**src/rtl/spi_mem_ctrl.sv**
```systemverilog
// Command controller between an SPI slave's parallel word port and a single-port sync RAM.
// Decodes opcode/payload words on rx_valid rising edges and returns read data on tx_data.
module spi_mem_ctrl #(
  parameter int unsigned TX_HOLD = 10,
  parameter int unsigned ADDR_W  = 8
) (
  input  logic              clk,
  input  logic              rst,
  input  logic [9:0]        rx_data,
  input  logic              rx_valid,
  output logic [7:0]        tx_data,
  output logic              tx_valid,
  output logic [ADDR_W-1:0] mem_addr,
  output logic [7:0]        mem_wdata,
  output logic              mem_we,
  output logic              mem_re,
  input  logic [7:0]        mem_rdata,
  output logic              cmd_err
);

  typedef enum logic [1:0] {StIdle, StRdWait, StRdCapt, StTxHold} state_e;

  localparam logic [7:0] HoldInit = 8'(TX_HOLD - 1);

  state_e            state_q, state_d;
  logic              rx_valid_q;
  logic [ADDR_W-1:0] wr_addr_q, wr_addr_d;
  logic [ADDR_W-1:0] rd_addr_q, rd_addr_d;
  logic              rd_armed_q, rd_armed_d;
  logic [7:0]        hold_cnt_q, hold_cnt_d;

  logic [7:0]        tx_data_d;
  logic              tx_valid_d;
  logic [ADDR_W-1:0] mem_addr_d;
  logic [7:0]        mem_wdata_d;
  logic              mem_we_d, mem_re_d, cmd_err_d;

  logic              cmd_edge;
  logic              accept;
  logic [1:0]        opcode;
  logic [ADDR_W-1:0] payload;

  assign cmd_edge = rx_valid & ~rx_valid_q;
  assign opcode   = rx_data[9:8];
  assign payload  = rx_data[ADDR_W-1:0];

  always_comb begin
    state_d     = state_q;
    wr_addr_d   = wr_addr_q;
    rd_addr_d   = rd_addr_q;
    rd_armed_d  = rd_armed_q;
    hold_cnt_d  = hold_cnt_q;
    tx_data_d   = tx_data;
    tx_valid_d  = tx_valid;
    mem_addr_d  = mem_addr;
    mem_wdata_d = mem_wdata;
    mem_we_d    = 1'b0;
    mem_re_d    = 1'b0;
    cmd_err_d   = 1'b0;
    accept      = 1'b0;

    case (state_q)
      StIdle: accept = cmd_edge;
      StRdWait: begin
        state_d   = StRdCapt;
        cmd_err_d = cmd_edge;
      end
      StRdCapt: begin
        tx_data_d  = mem_rdata;
        tx_valid_d = 1'b1;
        hold_cnt_d = HoldInit;
        state_d    = StTxHold;
        cmd_err_d  = cmd_edge;
      end
      StTxHold: begin
        // A new command cuts the response short and is handled as if idle.
        if (cmd_edge) begin
          tx_valid_d = 1'b0;
          state_d    = StIdle;
          accept     = 1'b1;
        end else if (hold_cnt_q == 8'd0) begin
          tx_valid_d = 1'b0;
          state_d    = StIdle;
        end else begin
          hold_cnt_d = hold_cnt_q - 8'd1;
        end
      end
      default: state_d = StIdle;
    endcase

    if (accept) begin
      case (opcode)
        2'b00: wr_addr_d = payload;
        2'b01: begin
          mem_we_d    = 1'b1;
          mem_addr_d  = wr_addr_q;
          mem_wdata_d = payload;
          wr_addr_d   = wr_addr_q + 1'b1;
        end
        2'b10: begin
          rd_addr_d  = payload;
          rd_armed_d = 1'b1;
        end
        default: begin
          if (rd_armed_q) begin
            state_d    = StRdWait;
            mem_re_d   = 1'b1;
            mem_addr_d = rd_addr_q;
            rd_armed_d = 1'b0;
          end else begin
            cmd_err_d = 1'b1;
          end
        end
      endcase
    end
  end

  always_ff @(posedge clk or posedge rst) begin
    if (rst) begin
      state_q    <= StIdle;
      rx_valid_q <= 1'b1;  // a level already high at release must not fire
      wr_addr_q  <= '0;
      rd_addr_q  <= '0;
      rd_armed_q <= 1'b0;
      hold_cnt_q <= 8'd0;
      tx_data    <= 8'd0;
      tx_valid   <= 1'b0;
      mem_addr   <= '0;
      mem_wdata  <= 8'd0;
      mem_we     <= 1'b0;
      mem_re     <= 1'b0;
      cmd_err    <= 1'b0;
    end else begin
      state_q    <= state_d;
      rx_valid_q <= rx_valid;
      wr_addr_q  <= wr_addr_d;
      rd_addr_q  <= rd_addr_d;
      rd_armed_q <= rd_armed_d;
      hold_cnt_q <= hold_cnt_d;
      tx_data    <= tx_data_d;
      tx_valid   <= tx_valid_d;
      mem_addr   <= mem_addr_d;
      mem_wdata  <= mem_wdata_d;
      mem_we     <= mem_we_d;
      mem_re     <= mem_re_d;
      cmd_err    <= cmd_err_d;
    end
  end

endmodule

```
**config.mk**
```make
export PLATFORM = sky130hd
export DESIGN_NAME = spi_mem_ctrl
export DESIGN_NICKNAME = d
export VERILOG_FILES = /design/src/rtl/spi_mem_ctrl.sv
export SDC_FILE = /design/constraint.sdc
export NUM_CORES = 1
export LEC_CHECK = 0
export CAP_MARGIN = 20
export CORE_AREA = 2 2 79 81
export DETAILED_ROUTE_END_ITERATION = 12
export DIE_AREA = 0 0 81 83
export PLACE_DENSITY = 0.69
export SETUP_SLACK_MARGIN = 0.05
export SLEW_MARGIN = 20
export SYNTH_ARGS = -nofsm -noshare
export SYNTH_HDL_FRONTEND = slang
export SYNTH_SLANG_ARGS = --single-unit
```
**constraint.sdc**
```tcl
create_clock -name clk -period 4.1 [get_ports clk]
set_input_delay 1.025 -clock clk [delete_from_list [all_inputs] [get_ports clk]]
set_output_delay 1.025 -clock clk [all_outputs]
set_load 0.02 [all_outputs]
```
# == Yosys cells after proc, flatten, opt, wreduce, memory -nomap -nowiden ==
# Index checks and enable logic that the tools add are counted.
# totals
elab_cells,71
in_bits,21
output_inout_bits,28
regBits,56
# classes
n_eq_ne,8
n_addsub,2
bitwise_logic,4
reduce_logical,17
n_mux,27
# op_table
operator,count
case mux 8 bit (2 select lines),3
two-way mux 8 bit,3
two-way mux 1 bit,12
two-way mux 2 bit,5
AND reduction 2 bit,5
adder 8 x 1 -> 8 bit (second input constant),1
zero test 8 bit,1
subtractor 8 x 1 -> 8 bit (second input constant),1
== test 2 bit (second input constant),3
case mux 1 bit (2 select lines),3
case mux 2 bit (3 select lines),1
AND reduction 3 bit,2
nonzero test 2 bit,3
OR reduction 2 bit,3
== test 2 x 1 -> 1 bit (second input constant),2
zero test 2 bit,2
!= test 2 bit (second input constant),2
!= test 3 bit (second input constant),1
inverter 1 bit,3
OR reduction 3 bit,1
AND 1 bit,1

# == Longest topological paths before layout ==
# depth
ltp_word,7
mapped_depth,7
ltp_nobuf,6

# == Least setup slack after synthesis ==
# OpenSTA, ideal clock, no wires.
# synth_timing
path_type,input to register
from,input rx_data[8]
to,register mem_wdata[0]
t_required_ns,3.975
setup_slack_ns,1.922
setup_time_ns,0.125
arrival_time_ns,2.053
stages,5
path_buffers,2
cell_sequence,buf_2 -> nor2b_1 -> buf_2 -> nand2_1 -> mux2_2
# synth_via
elab_chain_cells,2
# synth_lines
element,line,rtl
"start, declared",9,"input logic [9:0] rx_data,"
== test 2 x 1 -> 1 bit,92,case (opcode)
AND reduction 2 bit (no line),n/a,
"end signal, assigned",143,mem_wdata <= mem_wdata_d;
"end, declared",14,"output logic [7:0] mem_wdata,"
# Every way passes these cells.
# A chain may end at the register's enable or synchronous reset.

# == Worst setup path after layout ==
# layout_timing
from,input rx_data[8]
to,register mem_wdata[1]
# Same word-level chain as after synthesis.

==> qor.yml <==
finish:
  num_antenna_cells: 0
  synthToLayoutAreaGrowth_pct: 25.1
  num-fill-cells: 541
  multi_input_area_um2: 1060
  drive_above_1_share_pct: 15.3
  final-seq-area_um2: 1400
  fin_nets: 299
setup_path:
  critical_path_arrival_ns: 2.82
  worstSetupEndpointType: "flip-flop"
  crit_slowest_cell: "clkdlybuf4s50_1"
  r2r_cells: 7
  worstPathMaxFanout: 19
  cp-start-kind: "primary input"
  worstPathRequired_ns: 4.29
  crit_type: "in -> reg"
  critPathMaxStageDelay_ns: 0.68
  r2r_setup_slack_ns: 1.93
  crit_chain: "clkdlybuf4s50_1, nor2b_1, buf_4, nand2_1, mux2_2"
  r2r_end: "mem_wdata[1]$_DFFE_PP0P_"
  crit_family: "buffers and inverters"
  cp_num_buf_inv: 2
  rr_startpoint: "state_q[0]$_DFF_PP0_"
grt:
  overflow: 0
  antenna_found_initial: 0
  grt_pass1_vias: 1859
  grt_pass1_wl_um: 8830
  grt_max_degree: 57
  grt.total_usage_pct: 16.6
timing:
  worst_pin_slew_ns: 0.686
  relSlewSlack_pct: 54.3
  slew_violations: 0
  fin_skew_ns: 0.00598
  rsz0062_at_grt: "no"
  fin_ws_ns: 1.47
  max_freq_mhz: 381
  finalCritPeriodShare_pct: 64.1
  post-route-min-period_ns: 2.63
  finalSetupViolCount: 0
  hold_viol_final: 0
  setup_tns_ns: 0
clock_network:
  clkLatencyLatePin_ns: 0.30
  numCtsBuffers: 5
  cts_root_buf: "clkbuf_8"
  cts_tree: "done"
  postCtsSetupBuffers: 0
  clock_sink_count: 56
  cts_max_path_buffers: 2
  htree_levels: 2
  clkSlewWorstSetupHoldPaths_ns: 0.09
  cts_hold_buf: 0
  ctsResizeCount: 0
yosys:
  synth_cell_types: 43
  synthFlopType: "dfrtp_1"
  synth-seq-cells: 56
  syn_inst: 223
  synth_top_area_share_pct: 54.3
  synth_edf_count: 0
  netlist_area_um2: 2530
  synth_seq_area_share_pct: 55.4
  postSynth.asyncResetShare_pct: 100
  avgSynthCellArea_um2: 11.4
  synth_top_area_cell: "dfrtp_1"
  synthTopCellsByArea: "dfrtp_1 (54%), mux2_2 (11%), a21oi_1 (3.4%)"
  yosysWarnings: 0
  mappedNetlistNets: 249
floorplanning:
  die-width_um: 81
  initial_core_util_pct: 43.5
  num_rows: 28
  dieArea_um2: 6720
  ios: 49
  die_height_um: 83
  core_area_um2: 5820
route:
  wire_per_inst_um: 14.4
  route.detailed.drc: 0
  drt-initial-drc-count: 109
  vias: 1839
  drtPass1Iterations: 4
  antenna_left: 0
  viasPerCell: 5.27
  drt_wl_total_um: 5010
job:
  drv_cap: 0
power_and_ir_drop:
  peakVddDrop_v: 0.000359
  power_mw: 2.18
  p_leak_nw: 1.37
  powerDensity_nw_per_um2: 688
placed_design:
  port_buffers: 48
  gp_congestion: 0.802
  pre_cts_ws_ns: 1.16
  place_hpwl_um: 3610
min_path:
  min_path_type: "reg -> reg"
  worstHoldPathCells: 1
  whs_endpoint: "mem_addr[7]$_DFFE_PP0P_"
  min-delay-start: "mem_addr[7]$_DFFE_PP0P_"
outcome:
  outcome: "complete, no violations"
==> kinds of logic after synthesis <==
group	Yosys count	share of synthesized area (%)
buf+inv	15	2.67
simple gates	69	14.3
compound gates	48	12.2
flops	56	55.4
fa+ha+maj	5	2.47
mux	30	13.0
==> power breakdown <==
part           internal, mW  switching [mW]  total, mW
Sequential            0.784           0.167      0.951
Combinational         0.486           0.457      0.942
Clock                 0.122           0.166      0.288
==> final cells by class <==
type,instances,area share [%]
flip-flops and latches,56,44.3
inverters,7,0.829
well taps,75,2.96
clock buffers,8,2.53
multi-input cells,152,33.5
repair buffers,51,15.9
==> layout by cell type (no fill, tap or decap), types with 2 or more instances in the layout <==
master,instances
o22ai_1,3
o211ai_1,3
ha_1,5
a2bb2oi_1,2
nor2_1,11
nand4_1,5
clkbuf_8,5
nor3_1,3
o41ai_1,2
a21oi_1,17
clkbuf_1,3
nand2_1,21
clkdlybuf4s50_1,48
inv_1,6
buf_4,3
a21o_1,5
o31ai_1,2
mux2i_1,6
dfrtp_1,55
or3_1,2
nand2b_1,5
o21ai_0,8
mux2_2,24
nor2b_1,2
nand3_1,8
==> registers in the layout (all words and copies together) (netlist names), 2 cells and up <==
name and flops:
hold_cnt_q 8, rd_addr_q 8, tx_data 8, state_q 2, mem_addr 8, wr_addr_q 8
mem_wdata 8
==> synth_stat cells, types with 2 or more instances <==
master	n
a21o_1	5
a21oi_1	17
a2bb2oi_1	2
buf_2	3
clkbuf_1	4
dfrtp_1	55
ha_1	5
inv_1	7
mux2_2	24
mux2i_1	6
nand2_1	21
nand2b_1	5
nand3_1	8
nand4_1	5
nor2_1	11
nor2b_1	2
nor3_1	3
o211ai_1	3
o21ai_0	8
o22ai_1	3
o31ai_1	2
o41ai_1	2
or3_1	2
==> per-layer routing <==
metal  up-vias  global-route usage (%)  wire length (um)
met5         -                       0                 0
met4         0                    5.55                44
met3         5                    4.13               251
met2        42                    24.6              2340
met1       887                    23.8              2380
li1        905                       -                 -
==> through the flow <==
step                std cells  util [%]  hold slack, ns  instance area, um2
global route              349      54.5           0.505                3170
global placement          341      53.1           0.466                3090
floorplan                 223         -           0.476                2530
finish                    349      54.5           0.483                3170
CTS                       349      54.5           0.490                3170
detailed placement        341      53.1           0.468                3090
==> worst max-delay path by stage <==
stage                from                        to  slack [ns]  cells after the start
2_1_floorplan         rst         cmd_err$_DFF_PP0_        1.71                      1
3_5_place_dp   rx_data[8]  mem_wdata[1]$_DFFE_PP0P_        1.16                      5
3_3_place_gp   rx_data[8]  mem_wdata[1]$_DFFE_PP0P_        1.21                      5
5_1_grt        rx_data[8]  mem_wdata[1]$_DFFE_PP0P_        1.39                      5
6_report       rx_data[8]  mem_wdata[1]$_DFFE_PP0P_        1.47                      5
4_1_cts        rx_data[8]  mem_wdata[1]$_DFFE_PP0P_        1.49                      5
(Power assumes the default switching activity.)
